<file path="src/rtl/cmp_search_ctrl.sv">
// Binary-search controller driving a magnitude comparator to locate an unknown target (optional check: CMP_ONEHOT_CHECK_EN).
// Latency: done_o pulses 1..WIDTH+1 cycles after the accepted start_i, one comparator evaluation per cycle.
// Backpressure: none; start_i is ignored while busy_o is high and accepted again in the done_o cycle.
module cmp_search_ctrl #(
  parameter int WIDTH = 4
) (
  input  logic             clk,
  input  logic             rst_n,
  input  logic             start_i,
  input  logic             cmp_eq_i,
  input  logic             cmp_lt_i,
  input  logic             cmp_gt_i,
  output logic [WIDTH-1:0] probe_o,
  output logic             busy_o,
  output logic             done_o,
  output logic             found_o,
  output logic [WIDTH-1:0] result_o,
  output logic             err_o
);

  typedef enum logic {IDLE, SEARCH} state_t;

  state_t state_q, state_d;

  // lo/hi carry one extra bit so lo can pass the top of the range and hi can drop to -1
  logic [WIDTH:0]   lo_q, hi_q, lo_d, hi_d, lo_n, hi_n;
  logic [WIDTH-1:0] probe_d, result_d;
  logic             busy_d, done_d, found_d;
  logic             range_empty;

  localparam logic [WIDTH:0] HI_INIT = {1'b0, {WIDTH{1'b1}}};

  // Midpoint of a non-empty range; the sum is widened so it never overflows
  function automatic logic [WIDTH-1:0] mid_f(input logic [WIDTH:0] lo, input logic [WIDTH:0] hi);
    return WIDTH'(({1'b0, lo} + {1'b0, hi}) >> 1);
  endfunction

`ifdef CMP_ONEHOT_CHECK_EN
  logic       err_q, err_d;
  logic [2:0] cmp_vec;
  logic       cmp_onehot;

  assign cmp_vec    = {cmp_eq_i, cmp_lt_i, cmp_gt_i};
  assign cmp_onehot = (cmp_vec == 3'b100) || (cmp_vec == 3'b010) || (cmp_vec == 3'b001);
  assign err_o      = err_q;
`else
  assign err_o      = 1'b0;
`endif

  // Empty-range test: lo may be 2**WIDTH and hi may be -1, so compare as signed WIDTH+2
  assign range_empty = $signed({1'b0, lo_n}) > $signed({hi_n[WIDTH], hi_n});

  // State and output registers; reset aborts any search without a done pulse
  always_ff @(posedge clk or negedge rst_n) begin
    if (!rst_n) begin
      state_q  <= IDLE;
      lo_q     <= '0;
      hi_q     <= '0;
      probe_o  <= '0;
      busy_o   <= 1'b0;
      done_o   <= 1'b0;
      found_o  <= 1'b0;
      result_o <= '0;
`ifdef CMP_ONEHOT_CHECK_EN
      err_q    <= 1'b0;
`endif
    end else begin
      state_q  <= state_d;
      lo_q     <= lo_d;
      hi_q     <= hi_d;
      probe_o  <= probe_d;
      busy_o   <= busy_d;
      done_o   <= done_d;
      found_o  <= found_d;
      result_o <= result_d;
`ifdef CMP_ONEHOT_CHECK_EN
      err_q    <= err_d;
`endif
    end
  end

  // Next-state and next-output decode; results hold in IDLE until the next start
  always_comb begin
    state_d  = state_q;
    lo_d     = lo_q;
    hi_d     = hi_q;
    lo_n     = lo_q;
    hi_n     = hi_q;
    probe_d  = probe_o;
    busy_d   = busy_o;
    done_d   = 1'b0;
    found_d  = found_o;
    result_d = result_o;
`ifdef CMP_ONEHOT_CHECK_EN
    err_d    = err_q;
`endif
    case (state_q)
      IDLE: begin
        if (start_i) begin
          lo_d     = '0;
          hi_d     = HI_INIT;
          probe_d  = mid_f('0, HI_INIT);
          busy_d   = 1'b1;
          found_d  = 1'b0;
          result_d = '0;
`ifdef CMP_ONEHOT_CHECK_EN
          err_d    = 1'b0;
`endif
          state_d  = SEARCH;
        end
      end
      SEARCH: begin
`ifdef CMP_ONEHOT_CHECK_EN
        if (!cmp_onehot) begin
          err_d    = 1'b1;
          found_d  = 1'b0;
          result_d = '0;
          done_d   = 1'b1;
          busy_d   = 1'b0;
          state_d  = IDLE;
        end else
`endif
        if (cmp_eq_i) begin
          found_d  = 1'b1;
          result_d = probe_o;
          done_d   = 1'b1;
          busy_d   = 1'b0;
          state_d  = IDLE;
        end else begin
          if (cmp_lt_i) begin
            lo_n = {1'b0, probe_o} + (WIDTH+1)'(1);
          end else if (cmp_gt_i) begin
            hi_n = {1'b0, probe_o} - (WIDTH+1)'(1);
          end else begin
            // no flag asserted: narrow downwards, same as gt
            hi_n = {1'b0, probe_o} - (WIDTH+1)'(1);
          end
          lo_d = lo_n;
          hi_d = hi_n;
          if (range_empty) begin
            found_d  = 1'b0;
            result_d = '0;
            done_d   = 1'b1;
            busy_d   = 1'b0;
            state_d  = IDLE;
          end else begin
            probe_d = mid_f(lo_n, hi_n);
          end
        end
      end
      default: state_d = IDLE;
    endcase
  end

endmodule

</file>
<file path="config.mk">
export PLATFORM = sky130hd
export DESIGN_NAME = cmp_search_ctrl
export DESIGN_NICKNAME = d
export VERILOG_FILES = /design/src/rtl/cmp_search_ctrl.sv
export SDC_FILE = /design/constraint.sdc
export NUM_CORES = 1
export LEC_CHECK = 0
export BUFFER_PORTS_ARGS = -buffer_cell sky130_fd_sc_hd__buf_2
export CAP_MARGIN = 20
export CORE_ASPECT_RATIO = 0.5
export CORE_MARGIN = 1
export CORE_UTILIZATION = 35
export CTS_BUF_LIST = sky130_fd_sc_hd__clkbuf_8
export DETAILED_ROUTE_END_ITERATION = 7
export PLACE_DENSITY = 0.62
export SETUP_SLACK_MARGIN = 0.15
export SLEW_MARGIN = 20
export SYNTH_ARGS = -nofsm -noshare
export SYNTH_HDL_FRONTEND = slang
export SYNTH_SLANG_ARGS = --single-unit
</file>
<file path="constraint.sdc">
create_clock -name clk -period 3.55 [get_ports clk]
set_input_delay 0.355 -clock clk [delete_from_list [all_inputs] [get_ports clk]]
set_output_delay 0.355 -clock clk [all_outputs]
set_load 0.03 [all_outputs]
</file>
# After elaboration in Yosys (flattened, before gate mapping)
# Index checks and enable logic that the tools add are counted.
totals:
  register_bits: 22
  input_bits: 6
  out_inout_bits: 12
  elab_cells: 55
op_classes:
  addsub: 3
  magnitude_cmp: 1
  eq_ne: 4
  muxes: 36
  bitwise: 1
  reduce_logical: 2
op_table:
  columns: ["op", "n"]
  rows:
  - ["2-to-1 mux 5 bit", 12]
  - ["2-to-1 mux 4 bit", 6]
  - ["case mux 5 bit (2 select lines)", 2]
  - ["case mux 4 bit (2 select lines)", 2]
  - ["2-to-1 mux 1 bit", 11]
  - ["greater-than comparator 6 x 5 -> 1 bit", 1]
  - ["!= test 2 bit, second input constant", 3]
  - ["case mux 1 bit (2 select lines)", 3]
  - ["adder 4 x 1 -> 5 bit, second input constant", 1]
  - ["adder 5 bit", 1]
  - ["subtractor 4 x 1 -> 5 bit, second input constant", 1]
  - ["!= test 3 x 2 -> 1 bit, second input constant", 1]
  - ["AND reduction 3 bit", 1]
  - ["AND reduction 2 bit", 1]
  - ["inverter 1 bit", 1]

# Longest topological paths before layout
# Gate-level depths: netlist of run 1.
depth:
  ltp_word: 10
  depth_mapped: 13
  mapped_depth_nobuf: 13

# Least setup slack after synthesis of run 1
# No wires, ideal clock.
synth_timing:
  path_type: "register to register"
  startpoint: "reg probe_o[0]"
  endpoint: "reg probe_o[2]"
  setup_time_ps: 137
  arrival_ps: 2849
  required_time_ps: 3413
  slack_ps: 564
  path_stages_with_launch: 13
  path_buffers: 0
  synth_period_minus_slack_ps: 2986
  path_cell_list: "dfrtp_1 inv_1 ha_1 mux2i_1 nor2_1 a21o_1 ha_1 nor2b_1 o21ai_0 a21oi_4 nor3_4 mux2i_1 a21oi_1"
synth_between:
  elab_chain_cells: 9
  word_cells_on_any_way: 19
  classes_between: "add/sub (3); order compare (1); eq/ne (1); mux (13); reduce/logical (1)"
synth_lines:
  columns: ["item", "line", "source"]
  rows:
  - ["start, declared", "13", "output logic [WIDTH-1:0] probe_o,"]
  - ["start signal, assigned", "71", "probe_o <= probe_d;"]
  - ["adder 4 x 1 -> 5 bit / subtractor 4 x 1 -> 5 bit (equally long branches)", "131, 133, 136", null]
  - ["2-to-1 mux 5 bit", "130", "if (cmp_lt_i) begin"]
  - ["2-to-1 mux 5 bit", "123", "if (cmp_eq_i) begin"]
  - ["2-to-1 mux 5 bit", "97", "case (state_q)"]
  - ["2-to-1 mux 5 bit", null, null]
  - ["2-to-1 mux 5 bit", "97", null]
  - ["greater-than comparator 6 x 5 -> 1 bit", "51", "assign range_empty = $signed({1'b0, lo_n}) > $signed({hi_n[WIDTH], hi_n});"]
  - ["!= test 2 bit (no source line)", null, null]
  - ["AND reduction 3 bit (no source line)", null, null]
# Parallel ways exist; a longest one is shown, timed or not. The select of a mux whose other input is x is not followed.
# A chain may end at the register's enable or synchronous reset.

# Worst setup path in the final report of run 1
layout_timing:
  startpoint: "reg probe_o[1]"
  endpoint: "reg probe_o[0]"
# Same word-level chain as after synthesis.

==> results of run 1 <==
-- layout make-up --
type / instances / area [sq um] / share of cell area [%]
multi-input cells: 118 / 851 / 51.6
flip-flops and latches: 22 / 551 / 33.4
clock buffers: 4 / 55.1 / 3.34
repair buffers: 18 / 97.6 / 5.92
well taps: 54 / 67.6 / 4.10
inverters: 7 / 26.3 / 1.59
-- synthesized netlist by cell type (2+ instances only) --
cell | count | area (sq um)
sky130_fd_sc_hd__nor3_1 | 3 | 15.0
sky130_fd_sc_hd__o21ai_0 | 10 | 50.1
sky130_fd_sc_hd__nand2_1 | 14 | 52.6
sky130_fd_sc_hd__nor2_1 | 12 | 45.0
sky130_fd_sc_hd__a21oi_1 | 9 | 45.0
sky130_fd_sc_hd__mux2i_1 | 6 | 60.1
sky130_fd_sc_hd__inv_1 | 7 | 26.3
sky130_fd_sc_hd__a21o_1 | 7 | 52.6
sky130_fd_sc_hd__dfrtp_1 | 22 | 551
sky130_fd_sc_hd__o22a_1 | 4 | 35.0
sky130_fd_sc_hd__a32oi_1 | 4 | 35.0
sky130_fd_sc_hd__and2_1 | 2 | 12.5
sky130_fd_sc_hd__nand3_1 | 6 | 30.0
sky130_fd_sc_hd__ha_1 | 9 | 113
sky130_fd_sc_hd__xnor2_1 | 4 | 35.0
sky130_fd_sc_hd__buf_6 | 3 | 33.8
sky130_fd_sc_hd__nor2b_1 | 2 | 12.5
sky130_fd_sc_hd__clkbuf_1 | 3 | 11.3
sky130_fd_sc_hd__mux2_2 | 3 | 33.8
sky130_fd_sc_hd__xor2_1 | 5 | 43.8
-- placed cells by master, fill, tap and decap left out, drive strengths merged --
master   synthesis  routed
o21ai           10      10
a21o             7       7
or2              1       1
a22o             2       2
xor2             5       5
nand3            6       6
o22a             4       4
nand2b           1       1
nand4            1       1
a31oi            1       1
buf              5      18
nand2           14      14
nor3             4       4
dfrtp           22      22
mux2i            6       6
nor3b            1       1
clkbuf           3       4
a32oi            4       4
conb             1       1
o2bb2ai          1       1
a21oi           10      10
and2             2       2
inv              7       7
o21a             3       3
fa               1       1
ha               9       9
and3             1       1
nor2            13      13
xnor2            4       4
nor2b            2       2
mux2             4       4
-- power by group --
group          switching (mW)  leakage [nW]  internal, mW
Sequential              0.104         0.265         0.342
Combinational           0.468         0.525         0.316
Clock                  0.0816        0.0288        0.0989
Total                   0.654         0.819         0.757
-- routing by layer --
metal	vias to the layer above	GRT usage, %
met5	-	0
met4	0	3.69
met3	4	2.38
met2	21	26.4
met1	569	20.2
li1	572	-
-- worst min path at each step --
stage,from,endpoint,slack [ns],cells past startpoint
after CTS,rst_n,result_o[0]$_DFFE_PN0P_,0.06,1
after floorplan,rst_n,busy_o$_DFFE_PN0P_,0.06,0
after global routing,rst_n,state_q$_DFF_PN0_,0.09,1
after global placement,rst_n,result_o[1]$_DFFE_PN0P_,0.35,1
final,rst_n,lo_q[3]$_DFFE_PN0P_,0.06,1
after detailed placement,rst_n,result_o[1]$_DFFE_PN0P_,0.36,1
-- cell families (layout without fill, tap and decap cells) --
group | Yosys count | count (layout) | share of synthesized area [%]
muxes | 10 | 10 | 7.33
DFF | 22 | 22 | 37.1
buffers and inverters | 15 | 29 | 5.64
adders and majority gates | 10 | 10 | 8.93
AOI/OAI and AO/OA | 42 | 42 | 20.1
xor gates and xnor gates | 9 | 9 | 5.31
other | 1 | 1 | 0.252
and+or+nand+nor | 46 | 46 | 15.3
-- worst max-delay path, cell delays in order, from the launching register on --
cell and delay [ns]:
sky130_fd_sc_hd__dfrtp_1 0.47, sky130_fd_sc_hd__inv_1 0.08, sky130_fd_sc_hd__ha_1 0.29, sky130_fd_sc_hd__mux2i_1 0.33, sky130_fd_sc_hd__nor2_1 0.10, sky130_fd_sc_hd__a21o_1 0.17
sky130_fd_sc_hd__ha_1 0.30, sky130_fd_sc_hd__nor2b_1 0.13, sky130_fd_sc_hd__o21ai_0 0.30, sky130_fd_sc_hd__a21oi_4 0.14, sky130_fd_sc_hd__nor2_4 0.21, sky130_fd_sc_hd__nand2_1 0.14
sky130_fd_sc_hd__o22a_1 0.21
-- metrics by stage --
stage,total power [mW],std cells
3_3_place_gp,1.22,219
3_5_place_dp,1.23,219
6_report,1.41,223
5_1_grt,1.54,223
4_1_cts,1.42,223
2_1_floorplan,1.04,155
-- flip-flops by register name, indices dropped and copies added, names as in the netlist --
| name | cells |
|---|---|
| lo_q | 5 |
| busy_o | 1 |
| found_o | 1 |
| done_o | 1 |
| state_q | 1 |
| hi_q | 5 |
| probe_o | 4 |
| result_o | 4 |
==> flow_summary.json, run 1 <==
{
  "period_utilization_post_route_pct": 84.2,
  "grt_first_pass_wirelength_mm": 5.10,
  "r2r_setup_slack_ns": 0.56,
  "synth-edff-count": 0,
  "fmax_ghz": 0.335,
  "remaining_global_route_overflow": 0,
  "critPathKind": "reg -> reg",
  "dr.pass1.iters": 4,
  "average_footprint_of_a_synthesized_cell_sq_um": 9.58,
  "worst_skew_pair.late_latency_ns": 0.26,
  "asyncSetResetFlopFracSynth_pct": 100,
  "initial_core_util_pct": 37.3,
  "layout-drive-gt1-share_pct": 19.5,
  "regToRegStartpoint": "probe_o[1]$_DFFE_PN0P_",
  "ant_nets": 0,
  "postSynthNetCount": 171,
  "die_w_um": 94.1,
  "globalRouteTotalUtil_pct": 15.1,
  "growth_of_design_area_from_synthesis_to_finish_pct": 11.0,
  "avgRoutedWirePerCell_um": 14.0,
  "startpoint": "probe_o[1]$_DFFE_PN0P_",
  "synth_seq_cells": 22,
  "number_of_placement_rows": 16,
  "place.port_buffers": 15,
  "power_per_cell_area_nw_per_um2": 856,
  "die-area_sq_um": 4520,
  "slew_viol_final": 0,
  "clockBufferDepth": 2,
  "worst_setup_path_start_kind": "flop",
  "avgViaCountPerCell": 5.23,
  "worst_hold_slack_ns": 0.0617,
  "cts_buffers": 3,
  "p_leak_nw": 0.819,
  "ports": 18,
  "postLayoutCoreUtil_pct": 41.4,
  "status": "finished clean",
  "critical_path_peak_fanout": 7,
  "wl_met1_mm": 1.59,
  "worst_ep_arrival_time_ns": 3.14,
  "die_h_um": 48.1,
  "cp.required_ns": 3.70,
  "core_area_sq_um": 3980,
  "setup_tns_ns": 0,
  "critical_path.endpoint": "probe_o[0]$_DFFE_PN0P_",
  "max-cap-violations": 0,
  "hold_violation_total_from_the_final_report": 0,
  "cts_root_buffer": "sky130_fd_sc_hd__clkbuf_8",
  "cts_tree": "done",
  "post_dp_cell_area_sq_um": 1590,
  "worstHoldPathType": "in -> async",
  "met3_length_um": 91,
  "num-nets-final": 186,
  "dp_slack_ns": 0.558,
  "final_setup_vio_count": 0,
  "netlist_area_sq_um": 1490,
  "synthesis.yosys.warnings": 0,
  "final_critical_path_setup_slack_ns": 0.562,
  "worstRegToRegCells": 12,
  "post_cts_resize_count": 0,
  "initial_antenna_violation_count": 0,
  "setup.worst_path.end_class": "flop",
  "r2r_path_end": "probe_o[0]$_DFFE_PN0P_",
  "place_hpwl_mm": 2.32,
  "wl_met2_mm": 1.41,
  "top_layer": "met4",
  "final_period_minus_worst_setup_slack_ns": 2.99,
  "syn_inst": 155,
  "first_iter_violations": 40,
  "max_slew.worst_pin.slew_ns": 0.525,
  "post-cts-setup-buffers": 0,
  "grt_setup_unrepaired": "false",
  "remaining_drc_errors": 0,
  "final.setup_skew_ns": 0.00411,
  "ys_seq_area_share_pct": 37.1,
  "yosys.cell_types.count": 40,
  "vias_in_the_first_global_route": 1069,
  "clock_sink_count": 22,
  "clk_pin_slew_worst_paths_ns": 0.08,
  "ctsHoldBuffers": 0,
  "fillerInstances": 412,
  "detailroute.via_count": 1166,
  "finalWeightedCongestion": 0.791,
  "ys_dominant_reg_cell": "sky130_fd_sc_hd__dfrtp_1",
  "stdcell_area_sq_um": 1650,
  "irDropWorstVdd_uv": 220,
  "cts-htree-levels": 1,
  "pin_count_of_the_biggest_net_entering_global_routing": 23,
  "drt_wl_total_mm": 3.12,
  "maxSlewHeadroom_pct": 65.0,
  "num_antenna_cells": 0
}
No activity file was read; power rests on OpenSTA's default activity.
==> run 2, diff against run 1 <==
==> constraint.sdc (replaced) <==
create_clock -name clk -period 2.75 [get_ports clk]
set_input_delay 0.275 -clock clk [delete_from_list [all_inputs] [get_ports clk]]
set_output_delay 0.275 -clock clk [all_outputs]
set_load 0.03 [all_outputs]
==> run 2 against run 1 <==
Largest cell class unchanged. Non-clock buffer count rose by 22. Sequential share of layout area is 5.7 points lower. Critical path type unchanged. Setup slack got worse by 0.38 ns. Critical path depth is the same. First-iteration DRC count rose by 28%. Highest routed layer unchanged.
==> flow_summary.json, run 2 (synthesized netlist as in run 1, its figures left out) <==
{
  "status": "finished clean",
  "die_w_um": 94.1,
  "final_critical_path_setup_slack_ns": 0.185,
  "cts_buffers": 3,
  "final_setup_vio_count": 0,
  "number_of_placement_rows": 16,
  "ports": 18,
  "avgViaCountPerCell": 5.19,
  "worstHoldPathType": "in -> reg",
  "core_area_sq_um": 3980,
  "startpoint": "probe_o[0]$_DFFE_PN0P_",
  "critPathKind": "reg -> reg",
  "detailroute.via_count": 1271,
  "worst_skew_pair.late_latency_ns": 0.27,
  "max-cap-violations": 0,
  "fmax_ghz": 0.390,
  "num-nets-final": 208,
  "r2r_path_end": "probe_o[1]$_DFFE_PN0P_",
  "cp.required_ns": 2.91,
  "dp_slack_ns": 0.0430,
  "final_period_minus_worst_setup_slack_ns": 2.56,
  "hold_violation_total_from_the_final_report": 0,
  "worst_ep_arrival_time_ns": 2.72,
  "irDropWorstVdd_uv": 319,
  "place.port_buffers": 15,
  "vias_in_the_first_global_route": 1234,
  "setup.worst_path.end_class": "flop",
  "die_h_um": 48.1,
  "remaining_global_route_overflow": 0,
  "grt_setup_unrepaired": "true",
  "maxSlewHeadroom_pct": 64.9,
  "fillerInstances": 346,
  "r2r_setup_slack_ns": 0.19,
  "clockBufferDepth": 2,
  "clk_pin_slew_worst_paths_ns": 0.09,
  "clock_sink_count": 22,
  "period_utilization_post_route_pct": 93.3,
  "drt_wl_total_mm": 3.78,
  "ant_nets": 0,
  "layout-drive-gt1-share_pct": 39.8,
  "power_per_cell_area_nw_per_um2": 1180,
  "place_hpwl_mm": 2.57,
  "regToRegStartpoint": "probe_o[0]$_DFFE_PN0P_",
  "cts-htree-levels": 1,
  "initial_core_util_pct": 37.3,
  "final.setup_skew_ns": 0.00539,
  "cts_tree": "done",
  "growth_of_design_area_from_synthesis_to_finish_pct": 34.2,
  "postLayoutCoreUtil_pct": 50.0,
  "stdcell_area_sq_um": 1990,
  "worst_setup_path_start_kind": "flop",
  "final_cell_mix": "sky130_fd_sc_hd__buf_4 (22), sky130_fd_sc_hd__dfrtp_1 (20), sky130_fd_sc_hd__buf_2 (15), sky130_fd_sc_hd__nand2_1 (13), sky130_fd_sc_hd__nor2_1 (12)",
  "pin_count_of_the_biggest_net_entering_global_routing": 23,
  "remaining_drc_errors": 0,
  "critical_path.endpoint": "probe_o[1]$_DFFE_PN0P_",
  "finalWeightedCongestion": 0.821,
  "layout_commonest_cell": "sky130_fd_sc_hd__buf_4",
  "avgRoutedWirePerCell_um": 15.4,
  "setup_tns_ns": 0,
  "slew_viol_final": 0,
  "post_dp_cell_area_sq_um": 1660,
  "biggestRegsByFlops": "hi_q x5, lo_q x5",
  "first_iter_violations": 51,
  "critical_path_peak_fanout": 4,
  "grt_first_pass_wirelength_mm": 5.90,
  "die-area_sq_um": 4520,
  "num_antenna_cells": 0,
  "max_slew.worst_pin.slew_ns": 0.527,
  "initial_antenna_violation_count": 0,
  "globalRouteTotalUtil_pct": 17.2,
  "dr.pass1.iters": 4,
  "worstRegToRegCells": 12,
  "cts_root_buffer": "sky130_fd_sc_hd__clkbuf_8",
  "p_leak_nw": 0.954
}
[run 2: worst min path at each step]
stage / slack, ns / cells after the start / to / startpoint
finish: 0.36 / 3 / probe_o[2]$_DFFE_PN0P_ / start_i
global route: 0.38 / 3 / hi_q[0]$_DFFE_PN0P_ / start_i
CTS: 0.35 / 3 / busy_o$_DFFE_PN0P_ / start_i
detailed placement: 0.29 / 1 / lo_q[3]$_DFFE_PN0P_ / rst_n
global placement: 0.28 / 1 / lo_q[3]$_DFFE_PN0P_ / rst_n
floorplan: -0.02 / 0 / busy_o$_DFFE_PN0P_ / rst_n
[run 2: report_power, final]
group	internal (mW)	total, mW	leakage, nW	switching (mW)
clock network	0.195	0.312	0.0357	0.117
registers	0.443	0.579	0.264	0.135
logic	0.681	1.47	0.654	0.785
[run 2: timing repair]
action | in CTS | in global routing
buffers inserted | 13 | 1
endpoints found under the setup margin | 4 | 8
pin swaps | 7 | 10
resized for setup | 10 | 17
hold buffers | 1 | 0
endpoints found under the hold margin | 18 | 0
[run 2: critical path: stages (launching register included)]
cell and delay, ns:
sky130_fd_sc_hd__dfrtp_2 0.48, sky130_fd_sc_hd__buf_6 0.16, sky130_fd_sc_hd__nor3_4 0.19, sky130_fd_sc_hd__xor2_1 0.11
sky130_fd_sc_hd__mux2_4 0.32, sky130_fd_sc_hd__mux2i_4 0.16, sky130_fd_sc_hd__ha_4 0.22, sky130_fd_sc_hd__nand4_1 0.09
sky130_fd_sc_hd__o21ai_2 0.08, sky130_fd_sc_hd__a21oi_4 0.17, sky130_fd_sc_hd__nor2_4 0.07, sky130_fd_sc_hd__o21a_2 0.21
sky130_fd_sc_hd__o22a_1 0.19
[run 2: layer usage]
| metal | up-vias | global-route usage [%] | part of all wire (%) | wire length, um |
|---|---|---|---|---|
| met5 | - | 0 | 0 | 0 |
| met4 | 0 | 4.92 | 1.2 | 44 |
| met3 | 8 | 2.86 | 2.9 | 109 |
| met2 | 26 | 32.0 | 49 | 1870 |
| met1 | 618 | 21.6 | 47 | 1770 |
| li1 | 619 | - | - | - |
[run 2: cell type report]
type | count | area [sq um] | area share, %
clock buffers | 3 | 41.3 | 2.07
well taps | 54 | 67.6 | 3.39
inverters | 7 | 28.8 | 1.44
clock inverters | 1 | 30.0 | 1.51
repair buffers | 40 | 273 | 13.7
multi-input cells | 118 | 1000 | 50.2
flip-flops and latches | 22 | 553 | 27.7
[run 2: through the flow]
step | instances | power [mW] | hold slack, ns
global route | 245 | 2.50 | 0.378
detailed placement | 226 | 1.70 | 0.285
finish | 245 | 2.36 | 0.365
CTS | 244 | 2.20 | 0.346
floorplan | 155 | 1.36 | -0.0206
global placement | 226 | 1.67 | 0.280
